<file path="src/rtl/rv_mem_pkg.sv">
// Shared encodings for the RV32I load/store path: select codes, access
// descriptor and the memory-interface FSM states.
package rv_mem_pkg;

  localparam int unsigned RSEL_W = 3;
  localparam int unsigned WSEL_W = 2;

  localparam logic [RSEL_W-1:0] RS_LW   = 3'b000;
  localparam logic [RSEL_W-1:0] RS_LB   = 3'b001;
  localparam logic [RSEL_W-1:0] RS_LH   = 3'b010;
  localparam logic [RSEL_W-1:0] RS_LBU  = 3'b101;
  localparam logic [RSEL_W-1:0] RS_LHU  = 3'b110;
  localparam logic [RSEL_W-1:0] RS_NONE = 3'b111;

  localparam logic [WSEL_W-1:0] WS_SW   = 2'b00;
  localparam logic [WSEL_W-1:0] WS_SB   = 2'b01;
  localparam logic [WSEL_W-1:0] WS_SH   = 2'b10;
  localparam logic [WSEL_W-1:0] WS_NONE = 2'b11;

  typedef enum logic [1:0] {
    ST_IDLE = 2'd0,
    ST_REQ  = 2'd1,
    ST_WAIT = 2'd2,
    ST_DONE = 2'd3
  } state_t;

  typedef enum logic [1:0] {
    SZ_B = 2'd0,
    SZ_H = 2'd1,
    SZ_W = 2'd2
  } size_t;

  typedef struct packed {
    logic  sgn;
    size_t size;
  } acc_t;

  // Access width and signedness; stores always take their width from WSel.
  function automatic acc_t decode_acc(input logic store,
                                      input logic [RSEL_W-1:0] rsel,
                                      input logic [WSEL_W-1:0] wsel);
    acc_t a;
    a.sgn  = 1'b0;
    a.size = SZ_W;
    if (store) begin
      case (wsel)
        WS_SB:   a.size = SZ_B;
        WS_SH:   a.size = SZ_H;
        default: a.size = SZ_W;
      endcase
    end else begin
      case (rsel)
        RS_LB:   begin a.sgn = 1'b1; a.size = SZ_B; end
        RS_LH:   begin a.sgn = 1'b1; a.size = SZ_H; end
        RS_LBU:  a.size = SZ_B;
        RS_LHU:  a.size = SZ_H;
        default: a.size = SZ_W;
      endcase
    end
    return a;
  endfunction

endpackage

</file>
<file path="src/rtl/lsu_lane_fmt.sv">
// Byte-lane formatting: store enables/replication, load extraction and
// extension, and alignment check for one access descriptor.
module lsu_lane_fmt
  import rv_mem_pkg::*;
(
  input  acc_t        acc,
  input  logic [1:0]  off,
  input  logic [31:0] dataw,
  input  logic [31:0] rdata,
  output logic [3:0]  be_c,
  output logic [31:0] wdata_c,
  output logic [31:0] ldata_c,
  output logic        misalign_c
);

  logic [31:0] shifted;

  always_comb begin
    shifted    = rdata >> {off, 3'b000};
    be_c       = 4'b1111;
    wdata_c    = dataw;
    ldata_c    = shifted;
    misalign_c = 1'b0;
    case (acc.size)
      SZ_B: begin
        be_c       = 4'b0001 << off;
        wdata_c    = {4{dataw[7:0]}};
        ldata_c    = {{24{acc.sgn & shifted[7]}}, shifted[7:0]};
      end
      SZ_H: begin
        be_c       = off[1] ? 4'b1100 : 4'b0011;
        wdata_c    = {2{dataw[15:0]}};
        ldata_c    = {{16{acc.sgn & shifted[15]}}, shifted[15:0]};
        misalign_c = off[0];
      end
      default: begin
        misalign_c = |off;
      end
    endcase
  end

endmodule

</file>
<file path="src/rtl/lsu_mem_if.sv">
// Load/store unit: decodes the access, runs the req/gnt/rvalid handshake to
// data memory and returns formatted load data while stalling the core.
module lsu_mem_if
  import rv_mem_pkg::*;
#(
  parameter int unsigned TIMEOUT = 255,
  parameter int unsigned ADDR_W  = 32
) (
  input  logic              clk,
  input  logic              rst,
  input  logic              MemRW,
  input  logic [RSEL_W-1:0] RSel,
  input  logic [WSEL_W-1:0] WSel,
  input  logic [ADDR_W-1:0] Addr,
  input  logic [31:0]       DataW,
  output logic [31:0]       DataR,
  output logic              Stall,
  output logic              MisAlign,
  output logic              BusErr,
  output logic              mem_req,
  output logic              mem_we,
  output logic [ADDR_W-1:0] mem_addr,
  output logic [3:0]        mem_be,
  output logic [31:0]       mem_wdata,
  input  logic              mem_gnt,
  input  logic              mem_rvalid,
  input  logic [31:0]       mem_rdata
);

  localparam int unsigned     CNT_W    = 10;
  localparam logic [CNT_W-1:0] CNT_LAST = CNT_W'(TIMEOUT - 1);

  state_t            state, state_nx;
  logic              store_c, load_c, access_c, go_c, tmo_c;
  acc_t              cur_acc_c, lat_acc, fmt_acc_c;
  logic [1:0]        lat_off, fmt_off_c;
  logic [3:0]        fmt_be_c;
  logic [31:0]       fmt_wdata_c, fmt_ldata_c;
  logic              fmt_mis_c;
  logic [CNT_W-1:0]  cnt;

  // Store wins over load; unlisted select codes are no access.
  always_comb begin
    store_c   = MemRW && (WSel != WS_NONE);
    load_c    = !store_c && (RSel inside {RS_LW, RS_LB, RS_LH, RS_LBU, RS_LHU});
    access_c  = store_c || load_c;
    cur_acc_c = decode_acc(store_c, RSel, WSel);
  end

  // The formatter sees live inputs in IDLE and the latched access afterwards.
  always_comb begin
    fmt_acc_c = (state == ST_IDLE) ? cur_acc_c : lat_acc;
    fmt_off_c = (state == ST_IDLE) ? Addr[1:0] : lat_off;
  end

  lsu_lane_fmt u_fmt (
    .acc        (fmt_acc_c),
    .off        (fmt_off_c),
    .dataw      (DataW),
    .rdata      (mem_rdata),
    .be_c       (fmt_be_c),
    .wdata_c    (fmt_wdata_c),
    .ldata_c    (fmt_ldata_c),
    .misalign_c (fmt_mis_c)
  );

  assign go_c  = access_c && !fmt_mis_c;
  assign tmo_c = (cnt == CNT_LAST);

  always_ff @(posedge clk) begin
    if (rst) state <= ST_IDLE;
    else     state <= state_nx;
  end

  always_comb begin
    state_nx = state;
    case (state)
      ST_IDLE: if (go_c) state_nx = ST_REQ;
      ST_REQ:  if (mem_gnt) state_nx = ST_WAIT;
      ST_WAIT: if (mem_rvalid || tmo_c) state_nx = ST_DONE;
      default: state_nx = ST_IDLE;
    endcase
  end

  always_comb begin
    Stall    = 1'b0;
    MisAlign = 1'b0;
    case (state)
      ST_IDLE: begin
        Stall    = go_c && !rst;
        MisAlign = access_c && fmt_mis_c && !rst;
      end
      ST_REQ, ST_WAIT: Stall = 1'b1;
      default: ;
    endcase
  end

  // Request fields, timeout counter and load-result register.
  always_ff @(posedge clk) begin
    if (rst) begin
      DataR     <= '0;
      BusErr    <= 1'b0;
      mem_req   <= 1'b0;
      mem_we    <= 1'b0;
      mem_addr  <= '0;
      mem_be    <= '0;
      mem_wdata <= '0;
      cnt       <= '0;
      lat_acc   <= '0;
      lat_off   <= '0;
    end else begin
      BusErr <= 1'b0;
      case (state)
        ST_IDLE: begin
          if (go_c) begin
            mem_req   <= 1'b1;
            mem_we    <= store_c;
            mem_addr  <= {Addr[ADDR_W-1:2], 2'b00};
            mem_be    <= fmt_be_c;
            mem_wdata <= fmt_wdata_c;
            lat_acc   <= cur_acc_c;
            lat_off   <= Addr[1:0];
          end
        end
        ST_REQ: begin
          if (mem_gnt) begin
            mem_req <= 1'b0;
            cnt     <= '0;
          end
        end
        ST_WAIT: begin
          cnt <= cnt + CNT_W'(1);
          if (mem_rvalid) begin
            if (!mem_we) DataR <= fmt_ldata_c;
          end else if (tmo_c) begin
            DataR  <= '0;
            BusErr <= 1'b1;
          end
        end
        default: ;
      endcase
    end
  end

endmodule

</file>
<file path="config.mk">
export PLATFORM = sky130hd
export DESIGN_NAME = lsu_mem_if
export DESIGN_NICKNAME = d
export VERILOG_FILES = /design/src/rtl/rv_mem_pkg.sv /design/src/rtl/lsu_lane_fmt.sv /design/src/rtl/lsu_mem_if.sv
export SDC_FILE = /design/constraint.sdc
export NUM_CORES = 1
export LEC_CHECK = 0
export ABC_AREA = 1
export BUFFER_PORTS_ARGS = -buffer_cell sky130_fd_sc_hd__buf_2
export CORE_MARGIN = 2
export CORE_UTILIZATION = 49
export DETAILED_ROUTE_END_ITERATION = 8
export GPL_TIMING_DRIVEN = 0
export PLACE_DENSITY = 0.79
export SYNTH_ARGS = -nofsm -noshare
export SYNTH_HDL_FRONTEND = slang
export SYNTH_SLANG_ARGS = --single-unit
export TNS_END_PERCENT = 30
</file>
<file path="constraint.sdc">
create_clock -name clk -period 4.2 [get_ports clk]
set_input_delay 0.63 -clock clk [delete_from_list [all_inputs] [get_ports clk]]
set_output_delay 0.63 -clock clk [all_outputs]
set_load 0.02 [all_outputs]
</file>
==> flow_metrics.py <==
metrics = {
    "run_status": {
        "status": "finished clean",
    },
    "floorplanning": {
        "die_h_um": 110.0,
        "coreArea_mm2": 0.01089,
        "start_util": 0.5056,
        "io_pins": 211,
        "fp.dieW_um": 110.0,
        "die_area_mm2": 0.01210,
        "std_cell_rows": 38,
    },
    "setup_path": {
        "worstPathArrival_ps": 2920,
        "r2r_end": "mem_addr[27]",
        "max_stage_delay_ps": 330,
        "ff2ff_path_depth": 12,
        "startpoint_type": "flop",
        "crit_type": "flop to output pin",
        "crit_buf_inv": 6,
        "cp.required_ps": 3570,
        "critPathMaxFanout": 10,
        "crit_family": "buffers and inverters",
        "timing.rr.start": "state[0]",
        "rrSetupSlack_ps": 1750,
        "worst_path_max_delay_cell": "dfxtp_1",
        "path_common_cell": "nand2_1",
        "path_depth": 14,
        "endpoint_kind": "output pin",
        "path_cells": "inv_1, ha_1, inv_2, nand2_1, nand2_1, inv_1, nand2_1, nand2_1, nand3_2, inv_2, buf_2, nand2_1, a21oi_1, buf_2",
    },
    "sta": {
        "setup_ws_ps": 653.2,
        "finalCritPeriodShare": 0.8445,
        "fmax_mhz": 281.9,
        "setup_viol": 0,
        "period_minus_slack_ps": 3547,
        "finalClockSkew_ps": 8.288,
        "rsz0062_at_grt": "no",
        "finalHoldViolations": 0,
        "holdWs_ps": 361.8,
        "fin_tns_setup_ps": 0,
        "slew_headroom": 0.6059,
        "drv_slew": 0,
        "tightestPinTransition_ps": 591.1,
    },
    "synth": {
        "syn_area_per_cell_um2": 6.995,
        "synth_area_leader_cell": "dfxtp_1",
        "yosys_warnings": 0,
        "yosysMostFrequentCell": "o21ai_0",
        "synth_common_cells": "o21ai_0, nand2_1, nor2_1",
        "synthCells": 787,
        "synthTopCellsByArea": "dfxtp_1, o21ai_0, nand2_1",
        "async_reset_ff_frac": 0,
        "synth_edf_count": 0,
        "yosysSeqAreaShare": 0.4291,
        "synth_cell_types": 36,
        "yosysTopAreaCellShare": 0.4291,
        "ys.flop_type": "dfxtp_1",
        "syn_area_mm2": 0.005505,
        "ys_ff_latch": 118,
    },
    "clock_tree": {
        "cts_tree": "yes",
        "cts-hold-fix-buffers": 0,
        "clockRootBuffer": "clkbuf_8",
        "clkLatencyLatePin_ps": 520,
        "post_cts_buffers": 0,
        "clkTransAtPathRegs_ps": 60,
        "numCtsBuffers": 17,
        "clock_sinks": 118,
        "cts-resized-gates": 0,
        "htreeDepth": 4,
        "clk_path_buf_depth": 2,
    },
    "placement": {
        "gp_congestion": 0.9099,
        "pre_cts_ws_ps": 1039,
        "io_buffers": 206,
        "dp_hpwl_mm": 12.75,
    },
    "drt": {
        "drt_first_pass_iters": 5,
        "drc": 0,
        "avgRoutedWirePerCell_um": 14.64,
        "vias_per_cell": 5.245,
        "drt_iter0_markers": 453,
        "finalWirelength_mm": 17.07,
        "antenna_left": 0,
        "vias": 6116,
    },
    "grt": {
        "grt_pass1_wl_mm": 26.27,
        "overflow": 0,
        "grt_util_all_layers": 0.2821,
        "grt_max_degree": 17,
        "grt_pass1_vias": 5497,
        "grt_antenna_before_repair": 0,
    },
    "min_path": {
        "hp-class": "primary input to flop",
        "min_path_cells": 3,
        "whs_endpoint": "mem_addr[31]",
        "worstHoldStart": "Addr[31]",
    },
    "final_layout": {
        "multi_input_area_mm2": 0.002706,
        "final_util": 0.6731,
        "diodes": 0,
        "layout.nets": 1127,
        "regArea_mm2": 0.002362,
        "fill_cells": 993,
        "syn_to_final_growth_pct": 33.11,
        "drive_gt1_frac": 0.2690,
    },
    "job": {
        "max_cap_viol_count": 0,
    },
    "pwr": {
        "p_per_area_mw_per_mm2": 848.6,
        "power_leakage_nw": 3.521,
        "ir_worst_vdd_v": 0.0004630,
    },
}
==> report_power, final <==
part	switching, W	internal, W	leakage [nW]	total, W
sequential	0.000174	0.00149	0.968	0.00166
combinational	0.00207	0.000993	2.27	0.00306
clock	0.000517	0.000978	0.287	0.00149
total	0.00276	0.00346	3.52	0.00622
==> area by class of cell <==
cell class | count | share of cell area
clock buffers | 20 | 0.05942
inverters | 47 | 0.02407
repair buffers | 206 | 0.1407
multi-input cells | 572 | 0.3693
well taps | 140 | 0.02390
plain buffers | 51 | 0.03603
clock inverters | 12 | 0.02424
flip-flops and latches | 118 | 0.3223
==> metal layers <==
| metal | global-route usage | wire length (um) | part of all wire | up-vias |
|---|---|---|---|---|
| li1 | - | - | - | 3049 |
| met1 | 0.3504 | 7119 | 0.42 | 2738 |
| met2 | 0.4562 | 7903 | 0.46 | 276 |
| met3 | 0.07349 | 1451 | 0.085 | 53 |
| met4 | 0.1320 | 595 | 0.035 | 0 |
| met5 | 0 | 0 | 0 | - |
==> kinds of logic after synthesis <==
logic type / share of synthesized area
buffers and inverters: 0.08000
muxes: 0.009091
AOI/OAI and AO/OA: 0.2107
other: 0.0006812
adders and majority gates: 0.01818
and+or+nand+nor: 0.2523
DFF: 0.4291
==> per-stage QoR <==
stage | cells | instance area [um2] | power (W)
global placement | 1134 | 6715 | 0.004651
detailed placement | 1134 | 6715 | 0.004694
floorplan | 788 | 5509 | 0.003797
CTS | 1166 | 7328 | 0.006205
global route | 1166 | 7328 | 0.006687
finish | 1166 | 7328 | 0.006219
==> state kept, by name, indices dropped and copies added (netlist names) <==
| name | flops |
|---|---|
| mem_wdata | 32 |
| lat_off | 2 |
| DataR | 32 |
| cnt | 10 |
| mem_we | 1 |
| lat_acc | 3 |
| state | 2 |
| mem_addr | 30 |
| mem_be | 4 |
| BusErr | 1 |
| mem_req | 1 |
==> tightest hold or removal path: cells and delay by family <==
| kind | cells | cell delay, ps |
|---|---|---|
| buf+inv | 1 | 70 |
| simple gates | 1 | 70 |
| compound gates | 1 | 70 |
==> worst max-delay path by stage <==
stage	startpoint	slack, ps	end
finish	state[0]	650	Stall
global route	state[0]	380	Stall
CTS	state[0]	650	Stall
detailed placement	WSel[0]	1040	Stall
global placement	WSel[0]	1060	Stall
floorplan	WSel[0]	1440	Stall
==> cell usage in the layout, fill, tap and decap left out, types with 2 or more instances in the layout <==
cell / Yosys / layout
a211o_1: 2 / 2
a21oi_1: 78 / 78
a21oi_2: 2 / 2
buf_2: 9 / 215
buf_4: 7 / 7
buf_6: 3 / 3
bufinv_16: 0 / 4
clkbuf_1: 30 / 32
clkbuf_16: 0 / 16
clkbuf_8: 0 / 2
clkinv_2: 0 / 2
clkinv_4: 0 / 2
clkinvlp_4: 0 / 4
conb_1: 1 / 2
dfxtp_1: 118 / 118
ha_1: 8 / 8
inv_1: 45 / 45
inv_2: 2 / 2
mux2i_1: 5 / 5
nand2_1: 135 / 135
nand2_2: 6 / 6
nand3_1: 41 / 41
nand3_2: 2 / 2
nand4_1: 2 / 2
nor2_1: 131 / 131
nor2_4: 2 / 2
nor4_1: 2 / 2
o21ai_0: 136 / 136
o22ai_1: 5 / 5
or2_2: 3 / 3
(Power assumes the default switching activity.)
